===== src/rtl/mesh_router_pkg.sv =====
// Shared port numbering and small helpers for the XY mesh router.
package mesh_router_pkg;

  localparam int NUM_PORTS = 5;
  localparam int PORT_W    = 3;

  localparam logic [PORT_W-1:0] PORT_LOCAL = 3'd0;
  localparam logic [PORT_W-1:0] PORT_NORTH = 3'd1;
  localparam logic [PORT_W-1:0] PORT_EAST  = 3'd2;
  localparam logic [PORT_W-1:0] PORT_SOUTH = 3'd3;
  localparam logic [PORT_W-1:0] PORT_WEST  = 3'd4;

  // Coordinate field width for a mesh dimension; a 1-wide mesh still gets one bit.
  function automatic int field_w(input int extent);
    return ($clog2(extent) > 1) ? $clog2(extent) : 1;
  endfunction

  function automatic logic [PORT_W-1:0] next_port(input logic [PORT_W-1:0] p);
    return (p == PORT_WEST) ? PORT_LOCAL : p + 3'd1;
  endfunction

endpackage


===== src/rtl/router_fifo.sv =====
// Per-input synchronous FIFO: writes into a full FIFO and reads from an empty one are ignored.
module router_fifo #(
  parameter int DATA_WIDTH = 32,
  parameter int FIFO_DEPTH = 4
) (
  input  logic                          clk,
  input  logic                          rst,
  input  logic                          wr_en,
  input  logic [DATA_WIDTH-1:0]         wr_data,
  input  logic                          rd_en,
  output logic [DATA_WIDTH-1:0]         rd_data,
  output logic                          full,
  output logic                          empty,
  output logic [$clog2(FIFO_DEPTH):0]   count
);

  localparam int AW = $clog2(FIFO_DEPTH);
  localparam logic [AW:0] DEPTH_C = (AW+1)'(FIFO_DEPTH);

  logic [DATA_WIDTH-1:0] mem [FIFO_DEPTH];
  logic [AW-1:0]         wr_ptr;
  logic [AW-1:0]         rd_ptr;
  logic                  do_wr;
  logic                  do_rd;

  assign full    = (count == DEPTH_C);
  assign empty   = (count == '0);
  assign do_wr   = wr_en && !full;
  assign do_rd   = rd_en && !empty;
  assign rd_data = mem[rd_ptr];

  always_ff @(posedge clk) begin
    if (do_wr) begin
      mem[wr_ptr] <= wr_data;
    end
  end

  // Pointers are exactly AW bits wide, so they wrap modulo the power-of-two depth.
  always_ff @(posedge clk) begin
    if (rst) begin
      wr_ptr <= '0;
      rd_ptr <= '0;
      count  <= '0;
    end else begin
      if (do_wr) wr_ptr <= wr_ptr + AW'(1);
      if (do_rd) rd_ptr <= rd_ptr + AW'(1);
      case ({do_wr, do_rd})
        2'b10:   count <= count + (AW+1)'(1);
        2'b01:   count <= count - (AW+1)'(1);
        default: count <= count;
      endcase
    end
  end

endmodule


===== src/rtl/mesh_router.sv =====
// 5-port single-flit XY router with per-input FIFOs and round-robin registered outputs.
// Optional MESH_ROUTER_STATS_EN adds per-output forwarded-flit counters (fwd_count).
module mesh_router
  import mesh_router_pkg::*;
#(
  parameter int ROWS       = 4,
  parameter int COLS       = 4,
  parameter int DATA_WIDTH = 32,
  parameter int FIFO_DEPTH = 4,
  parameter int X_POS      = 0,
  parameter int Y_POS      = 0
) (
  input  logic                            clk,
  input  logic                            rst,
  input  logic [NUM_PORTS*DATA_WIDTH-1:0] in_data,
  input  logic [NUM_PORTS-1:0]            in_valid,
  output logic [NUM_PORTS-1:0]            in_ready,
  output logic [NUM_PORTS*DATA_WIDTH-1:0] out_data,
  output logic [NUM_PORTS-1:0]            out_valid,
  input  logic [NUM_PORTS-1:0]            out_ready,
  output logic                            route_err
`ifdef MESH_ROUTER_STATS_EN
  ,
  output logic [NUM_PORTS*32-1:0]         fwd_count
`endif
);

  localparam int X_W = field_w(COLS);
  localparam int Y_W = field_w(ROWS);

  // Handshake: a flit moves on any rising edge where valid && ready; valid never waits
  // on ready, and data is held stable while valid && !ready.

  logic [DATA_WIDTH-1:0]   head [NUM_PORTS];
  logic [PORT_W-1:0]       route [NUM_PORTS];
  logic [NUM_PORTS-1:0]    gnt [NUM_PORTS];
  logic [$clog2(FIFO_DEPTH):0] fifo_count_unused [NUM_PORTS];
  logic [NUM_PORTS-1:0]    full;
  logic [NUM_PORTS-1:0]    empty;
  logic [NUM_PORTS-1:0]    bad;
  logic [NUM_PORTS-1:0]    pop;

  for (genvar p = 0; p < NUM_PORTS; p++) begin : g_in
    logic [X_W-1:0]    dest_x;
    logic [Y_W-1:0]    dest_y;
    logic              bad_l;
    logic [PORT_W-1:0] route_l;

    router_fifo #(
      .DATA_WIDTH (DATA_WIDTH),
      .FIFO_DEPTH (FIFO_DEPTH)
    ) u_fifo (
      .clk     (clk),
      .rst     (rst),
      .wr_en   (in_valid[p]),
      .wr_data (in_data[p*DATA_WIDTH +: DATA_WIDTH]),
      .rd_en   (pop[p]),
      .rd_data (head[p]),
      .full    (full[p]),
      .empty   (empty[p]),
      .count   (fifo_count_unused[p])
    );

    assign in_ready[p] = !full[p];
    assign dest_x      = head[p][DATA_WIDTH-1 -: X_W];
    assign dest_y      = head[p][DATA_WIDTH-1-X_W -: Y_W];

    // X first, then Y; destinations outside the mesh are sunk at the local node.
    always_comb begin
      bad_l   = (int'(dest_x) >= COLS) || (int'(dest_y) >= ROWS);
      route_l = PORT_LOCAL;
      if (bad_l)                       route_l = PORT_LOCAL;
      else if (int'(dest_x) > X_POS)   route_l = PORT_EAST;
      else if (int'(dest_x) < X_POS)   route_l = PORT_WEST;
      else if (int'(dest_y) > Y_POS)   route_l = PORT_SOUTH;
      else if (int'(dest_y) < Y_POS)   route_l = PORT_NORTH;
    end

    assign bad[p]   = bad_l;
    assign route[p] = route_l;
  end

  always_comb begin
    pop = '0;
    for (int o = 0; o < NUM_PORTS; o++) begin
      pop = pop | gnt[o];
    end
  end

  assign route_err = !rst && (|(pop & bad));

  for (genvar o = 0; o < NUM_PORTS; o++) begin : g_out
    logic [NUM_PORTS-1:0]  req_l;
    logic [NUM_PORTS-1:0]  gnt_l;
    logic [PORT_W-1:0]     rr_ptr;
    logic [PORT_W-1:0]     win;
    logic [3:0]            cand;
    logic                  found;
    logic                  loadable;
    logic                  valid_q;
    logic [DATA_WIDTH-1:0] data_q;

    always_comb begin
      req_l = '0;
      for (int p = 0; p < NUM_PORTS; p++) begin
        req_l[p] = !empty[p] && (route[p] == PORT_W'(o));
      end
    end

    assign loadable = !valid_q || out_ready[o];

    // Search starts at rr_ptr and wraps once around all five inputs.
    always_comb begin
      gnt_l = '0;
      win   = rr_ptr;
      cand  = '0;
      found = 1'b0;
      for (int k = 0; k < NUM_PORTS; k++) begin
        cand = {1'b0, rr_ptr} + 4'(k);
        if (cand >= 4'(NUM_PORTS)) cand = cand - 4'(NUM_PORTS);
        if (!found && loadable && req_l[cand[PORT_W-1:0]]) begin
          found = 1'b1;
          win   = cand[PORT_W-1:0];
        end
      end
      if (found) gnt_l[win] = 1'b1;
    end

    assign gnt[o] = gnt_l;

    always_ff @(posedge clk) begin
      if (rst) begin
        valid_q <= 1'b0;
        data_q  <= '0;
        rr_ptr  <= PORT_LOCAL;
      end else if (loadable) begin
        if (found) begin
          valid_q <= 1'b1;
          data_q  <= head[win];
          rr_ptr  <= next_port(win);
        end else if (out_ready[o]) begin
          valid_q <= 1'b0;
        end
      end
    end

    assign out_valid[o]                          = valid_q;
    assign out_data[o*DATA_WIDTH +: DATA_WIDTH] = data_q;

`ifdef MESH_ROUTER_STATS_EN
    logic [31:0] cnt_q;

    always_ff @(posedge clk) begin
      if (rst) begin
        cnt_q <= '0;
      end else if (valid_q && out_ready[o]) begin
        cnt_q <= cnt_q + 32'd1;
      end
    end

    assign fwd_count[o*32 +: 32] = cnt_q;
`endif
  end

endmodule


===== config.mk =====
export PLATFORM = sky130hd
export DESIGN_NAME = mesh_router
export DESIGN_NICKNAME = d
export VERILOG_FILES = /design/src/rtl/mesh_router_pkg.sv /design/src/rtl/router_fifo.sv /design/src/rtl/mesh_router.sv
export SDC_FILE = /design/constraint.sdc
export NUM_CORES = 1
export LEC_CHECK = 0
export BUFFER_PORTS_ARGS = -buffer_cell sky130_fd_sc_hd__buf_4
export CAP_MARGIN = 0
export CORE_ASPECT_RATIO = 1.5
export CORE_MARGIN = 3
export CORE_UTILIZATION = 25
export CTS_CLUSTER_DIAMETER = 150
export CTS_CLUSTER_SIZE = 10
export DETAILED_ROUTE_END_ITERATION = 8
export PLACE_DENSITY = 0.41
export SYNTH_ARGS = -nofsm -noshare
export SYNTH_HDL_FRONTEND = slang
export SYNTH_SLANG_ARGS = --single-unit

===== constraint.sdc =====
create_clock -name clk -period 6.1 [get_ports clk]
set_input_delay 0.305 -clock clk [delete_from_list [all_inputs] [get_ports clk]]
set_output_delay 0.305 -clock clk [all_outputs]
set_load 0.01 [all_outputs]

==> summary.txt, run 1 <==
Outcome
  – Status: finished, final reports clean

STA
  – Fin crit share: 92.5%
  – Pins Over Slew Limit: 0
  – Final Hold Viols: 0
  – Final Skew: 39.0 ps
  – Worst hold slack: 90.6 ps
  – Worst slew pin tran: 1310 ps
  – Setup WS post-layout: 460 ps
  – RSZ-0062 raised after global routing: no
  – Rel. slew slack: 12.9%
  – Sum Neg Setup Slack: 0 ps
  – Tmin final: 5640 ps
  – Final setup viols: 0
  – Maximum operating frequency: 0.177 GHz

Synthesis
  – Area contributors post-synth: edfxtp_1 51%, dfxtp_1 9.8%, mux4_2 9.6%
  – Sequential fraction of the synthesis area: 60.5%
  – Most used flip-flop cell after synthesis: edfxtp_1
  – Area leader, netlist: edfxtp_1
  – Ys Warns: 0
  – Seq cells post-synth: 826
  – Most common cell in the netlist: edfxtp_1
  – Number of distinct library cells after synthesis: 93
  – Synth Cell Area: 37900 sq um
  – Post-synth top cells: 640 x edfxtp_1, 186 x dfxtp_1, 162 x mux4_2, 154 x nor2_1, 118 x clkbuf_1
  – Number of synthesized flops with an enable pin: 640
  – Async S/R FF share, synth: 0%
  – Syn_area_per_cell: 14.3 sq um
  – Synth Instances: 2646
  – Synth top area share: 50.7%

GRT
  – Initial antenna violation count: 21
  – Total gr overflow: 0
  – Number of global-route vias before repair: 26000
  – First-pass GRT wire length: 194000 microns
  – Largest net degree at the start of global routing: 64
  – Total GRT Usage: 17.2%

Worst setup path
  – Worst path cell trace: buf_4 > ha_1 > inv_1 > fa_1 > o21ai_0 > a221oi_1 > o21ai_0 > nand2_1 > and3_1 > o311ai_0 > buf_4 > o2bb2ai_2 > o21ai_2 > buf_4 > clkinv_1 > nand4_1 > nand3_1 > ha_1 > inv_1 > fa_1 > xor2_1 > or3_1 > a21oi_1
  – Critical path endpoint category: register
  – Crit path kind: register to register
  – Max FO, Critical Path: 21
  – Cell family with most CP delay: compound AO/OA/AOI/OAI gates
  – CP required: 6720 ps
  – Startpoint Class: register
  – Crit path max-delay cell type: fa_1
  – Largest stage delay on the critical path: 510 ps
  – Number of buffers and inverters on the critical path: 6
  – Critical path's most frequent cell: buf_4
  – Arr. time, crit path: 6260 ps

Finish
  – Post-route cell area: 47300 sq um
  – Multi-input gate area: 13900 sq um
  – Fillcell total: 15100
  – Reg area: 23000 sq um
  – Layout Area Growth over Synthesis: 24.7%
  – Share of layout cells above drive strength 1: 26.5%
  – Net count, final: 3406

CTS
  – # resized after CTS: 0
  – Clk sinks: 826
  – Clock root buffer: clkbuf_16
  – CTS H-tree lvls: 3
  – TritonCTS clock tree: done
  – CTS max path bufs: 3
  – Clk pin slew, worst setup/hold paths: 70 ps
  – Cts bufs inserted: 92
  – Worst skew pair latency: 710 ps

Floorplanning
  – # rows: 174
  – Initial Utilization: 25.3%
  – Die W: 324 microns
  – Placeable Area: 150000 sq um
  – Die Footprint: 157000 sq um
  – Height of the die: 483 microns
  – IO Count: 343

Route
  – Met3 wire len: 6070 microns
  – WL/cell: 26.2 microns
  – Initial DRT Pass Iterations: 6
  – DRT antenna net count: 0
  – Initial DRC count: 1845
  – Routed vias: 25300
  – Final WL: 136000 microns
  – Vias per cell: 4.88
  – WL met1: 56700 microns
  – DRC Markers: 0
  – Metal2 WL: 67400 microns
  – DR top layer: met5

Run
  – Number of max-cap violations: 0

Place
  – Area after DPL: 42900 sq um
  – Buffers on Ports: 307
  – Post-detail-place hpwl: 96800 microns
  – GPL Wtd Cong: 0.890
  – Pre-CTS setup slack: 491 ps

Hold path
  – Hold Path Class: input pin to register
-- layer usage --
layer | global-route usage [%] | up-vias
met1 | 21.3 | 12900
met4 | 6.95 | 20
met5 | 0 | -
li1 | - | 11500
met3 | 3.10 | 196
met2 | 29.2 | 711
-- flip-flops by register name, indices dropped and copies added (netlist names), named ones only --
name / cells
g_out.rr_ptr: 9
g_in.u_fifo.wr_ptr: 10
g_out.data_q: 128
g_in.u_fifo.count: 15
g_out.valid_q: 4
g_in.u_fifo.rd_ptr: 10
g_in.u_fifo.mem: 640
-- final cells by class --
type | instances | area share, %
Sequential cell | 826 | 48.5
Multi-Input combinational cell | 1565 | 29.4
Timing Repair Buffer | 607 | 10.6
Clock buffer | 165 | 5.49
Tap cell | 1936 | 5.12
Inverter | 79 | 0.627
Clock inverter | 5 | 0.193
Antenna cell | 10 | 0.0529
-- stage by stage --
| stage | instances | utilization [%] |
|---|---|---|
| 2_1_floorplan | 2679 | - |
| 3_3_place_gp | 4848 | 28.6 |
| 3_5_place_dp | 4848 | 28.6 |
| 4_1_cts | 5183 | 31.5 |
| 5_1_grt | 5188 | 31.5 |
| 6_report | 5193 | 31.5 |
-- what timing repair did --
item | 4_1_cts | 5_1_grt
setup buffers | 0 | 0
hold buffers | 165 | 0
hold endpoints to repair | 656 | 0
-- layout by cell type (no fill, tap or decap), drive strengths merged, types with 17 or more instances in the layout --
cell type and instances:
a211oi 112, a21oi 80, a221o 23, a222oi 30, a22oi 36, and3 27
buf 442, clkbuf 165, conb 34, dfxtp 186, dlygate4sd3 165, edfxtp 640
ha 55, inv 79, mux2 99, mux2i 115, mux4 162, nand2 53
nand2b 19, nand3 36, nand4 42, nor2 154, nor2b 71, nor3 29
o21ai 91, or3 22, xnor2 17
-- tightest hold or removal path, cell delays in order --
cell	delay, ps
buf_4	120
and2_1	160
nand2_1	70
a21oi_1	50
-- worst paths after layout --
path,startpoint,endpoint,slack (ps),cells after the start
worst min register to register,g_out[0].data_q[30],g_out[0].data_q[30],460,1
worst min-delay path,in_valid[2],g_in[2].u_fifo.wr_ptr[1],90,4
worst max register to register,g_out[0].rr_ptr[1],g_in[0].u_fifo.count[2],460,23
worst max-delay path,g_out[0].rr_ptr[1],g_in[0].u_fifo.count[2],460,23
-- cells by family (layout without fill, tap and decap cells) --
group,count (synthesis),in the layout,synth area share (%)
AOI/OAI and AO/OA,528,528,10.1
xor gates and xnor gates,28,28,0.646
adders and majority gates,63,63,2.24
buffers and inverters,288,856,3.42
DFF,826,826,60.5
muxes,376,376,15.6
other,1,44,0.00989
and+or+nand+nor,536,536,7.49
Power of run 1 is left out: the tool's default activity adds up to more than one toggle a clock period on the data nets, which glitch-free logic cannot reach.
==> run 2, diff against run 1 <==
ABC_AREA = 1   (was not set)
==> summary.txt, run 2 <==
Finish
  – Commonest non-fill, non-tap cell in the layout: nand2_1
  – Share of layout cells above drive strength 1: 13.7%
  – Net count, final: 4546
  – Most frequent cells in the layout: 755 x nand2_1, 640 x edfxtp_1, 482 x nor2_1
  – Layout Area Growth over Synthesis: 23.0%
  – Post-route cell area: 46400 sq um
  – Largest registers: g_in.u_fifo.mem (640), g_out.data_q (128), g_in.u_fifo.count (15)
  – Max reg flops: 640
  – Reg with most FFs: g_in.u_fifo.mem
  – Fillcell total: 15500

Worst setup path
  – Max FO, Critical Path: 11
  – R2R Path Start: g_out[3].rr_ptr[0]
  – Startpoint Class: register
  – Crit path kind: register to register
  – Critical path endpoint category: register
  – Reg2Reg Depth: 25
  – Crit. Startpoint: g_out[3].rr_ptr[0]
  – CP required: 6750 ps
  – Worst reg-to-reg setup slack: 620 ps
  – Arr. time, crit path: 6120 ps
  – Worst R2R End: g_in[1].u_fifo.count[1]
  – End of the critical path: g_in[1].u_fifo.count[1]

Route
  – Routed vias: 29900
  – Initial DRT Pass Iterations: 6
  – Final WL: 140000 microns
  – WL/cell: 22.2 microns
  – Vias per cell: 4.73
  – DRT antenna net count: 0
  – DRC Markers: 0
  – Initial DRC count: 2458

STA
  – Tmin final: 5480 ps
  – Worst slew pin tran: 1160 ps
  – Final Skew: 31.6 ps
  – Final Hold Viols: 0
  – Fin crit share: 89.8%
  – Final setup viols: 0
  – Setup WS post-layout: 624 ps
  – Maximum operating frequency: 0.183 GHz
  – Pins Over Slew Limit: 0
  – RSZ-0062 raised after global routing: no
  – Rel. slew slack: 22.9%
  – Sum Neg Setup Slack: 0 ps

Synthesis
  – Synth top area share: 51.0%
  – Seq cells post-synth: 826
  – Syn_area_per_cell: 9.70 sq um
  – Ys Warns: 0
  – Area leader, netlist: edfxtp_1
  – Synth Instances: 3888
  – Most used flip-flop cell after synthesis: edfxtp_1
  – Async S/R FF share, synth: 0%
  – Most common cell in the netlist: nand2_1
  – Post-synth top cells: 757 x nand2_1, 640 x edfxtp_1, 502 x nor2_1, 403 x o21ai_0, 260 x inv_1
  – Number of synthesized flops with an enable pin: 640
  – Synth Cell Area: 37700 sq um
  – Area contributors post-synth: edfxtp_1 51%, dfxtp_1 9.9%, nand2_1 7.5%
  – Number of distinct library cells after synthesis: 46
  – Sequential fraction of the synthesis area: 60.8%

GRT
  – Total GRT Usage: 17.6%
  – Largest net degree at the start of global routing: 101
  – Number of global-route vias before repair: 27800
  – Initial antenna violation count: 19
  – First-pass GRT wire length: 198000 microns
  – Total gr overflow: 0

CTS
  – CTS max path bufs: 3
  – Clk sinks: 826
  – CTS H-tree lvls: 3
  – # resized after CTS: 0
  – Clock root buffer: clkbuf_16
  – Worst skew pair latency: 720 ps
  – Cts bufs inserted: 92
  – Clk pin slew, worst setup/hold paths: 60 ps
  – TritonCTS clock tree: done
  – Post-CTS Setup Repair Bufs: 0

Floorplanning
  – # rows: 173
  – IO Count: 343
  – Placeable Area: 149000 sq um
  – Height of the die: 482 microns
  – Die W: 323 microns
  – Initial Utilization: 25.3%
  – Die Footprint: 156000 sq um

Run
  – Number of max-cap violations: 0

Place
  – Buffers on Ports: 307
  – Post-detail-place hpwl: 97700 microns
  – Pre-CTS setup slack: 647 ps
  – Area after DPL: 42000 sq um
  – GPL Wtd Cong: 0.852

Outcome
  – Status: finished, final reports clean

Hold path
  – Hold Path Class: input pin to register
  – Hold Crit Start: out_ready[2]
[run 2: how the worst min path moves through the flow]
stage / end / slack, ps / cells past startpoint
2_1_floorplan: g_out[1].valid_q / 380 / 1
5_1_grt: g_out[2].valid_q / 80 / 4
3_3_place_gp: g_out[1].data_q[12] / 410 / 2
3_5_place_dp: g_out[1].data_q[12] / 410 / 2
6_report: g_out[2].valid_q / 70 / 4
4_1_cts: g_out[2].valid_q / 3 / 4
[run 2: routing by layer]
metal / vias up / wire length [microns] / GRT usage (%)
li1: 14200 / - / -
met5: - / 85 / 0
met1: 14500 / 63000 / 24.0
met4: 14 / 5620 / 7.11
met3: 187 / 8790 / 3.17
met2: 962 / 62600 / 27.4
[run 2: area by class of cell]
class	instances	area [sq um]	area share, %
tap	1925	2410	5.19
clock buffer	156	2590	5.59
antenna	11	27.5	0.0593
multi-input combinational	2555	12700	27.4
clock inverter	6	106	0.229
sequential	826	22900	49.5
inverter	296	1110	2.40
timing repair buffer	540	4460	9.61
[run 2: kinds of logic after synthesis]
family / Yosys count / share of synthesized area (%)
other cells: 1 / 0.00995
xor+xnor: 21 / 0.488
fa+ha+maj: 63 / 2.25
flops: 826 / 60.8
buf+inv: 540 / 6.19
compound gates: 903 / 13.4
simple gates: 1534 / 16.8
[run 2: worst max-delay path: stages, from the launching register on]
cell and delay (ps):
dfxtp_1 290, buf_4 180, inv_1 160, ha_1 180
inv_1 50, fa_1 410, nor2_1 150, nor2_1 90
o21ai_0 420, inv_1 150, nand3_1 110, nand2_1 60
nand3_2 170, nand3_2 140, nor3_2 870, inv_2 320
nand2_1 180, nor2_1 50, nor2_1 290, nand2_1 180
ha_1 230, inv_1 90, fa_1 420, nor2_1 100
a21oi_1 50, nor2_1 80
[run 2: what timing repair did]
action,4_1_cts,5_1_grt
hold buffers,162,0
hold endpoints to repair,651,0
endpoints found under the setup margin,0,0
[run 2: metrics by stage]
stage	util, %	instances	hold slack (ps)
floorplan	-	3921	377
global placement	28.2	5980	410
detailed placement	28.2	5980	412
CTS	31.1	6304	2.95
global route	31.1	6309	78.2
finish	31.2	6315	74.9
Power of run 2 is left out for the same reason.
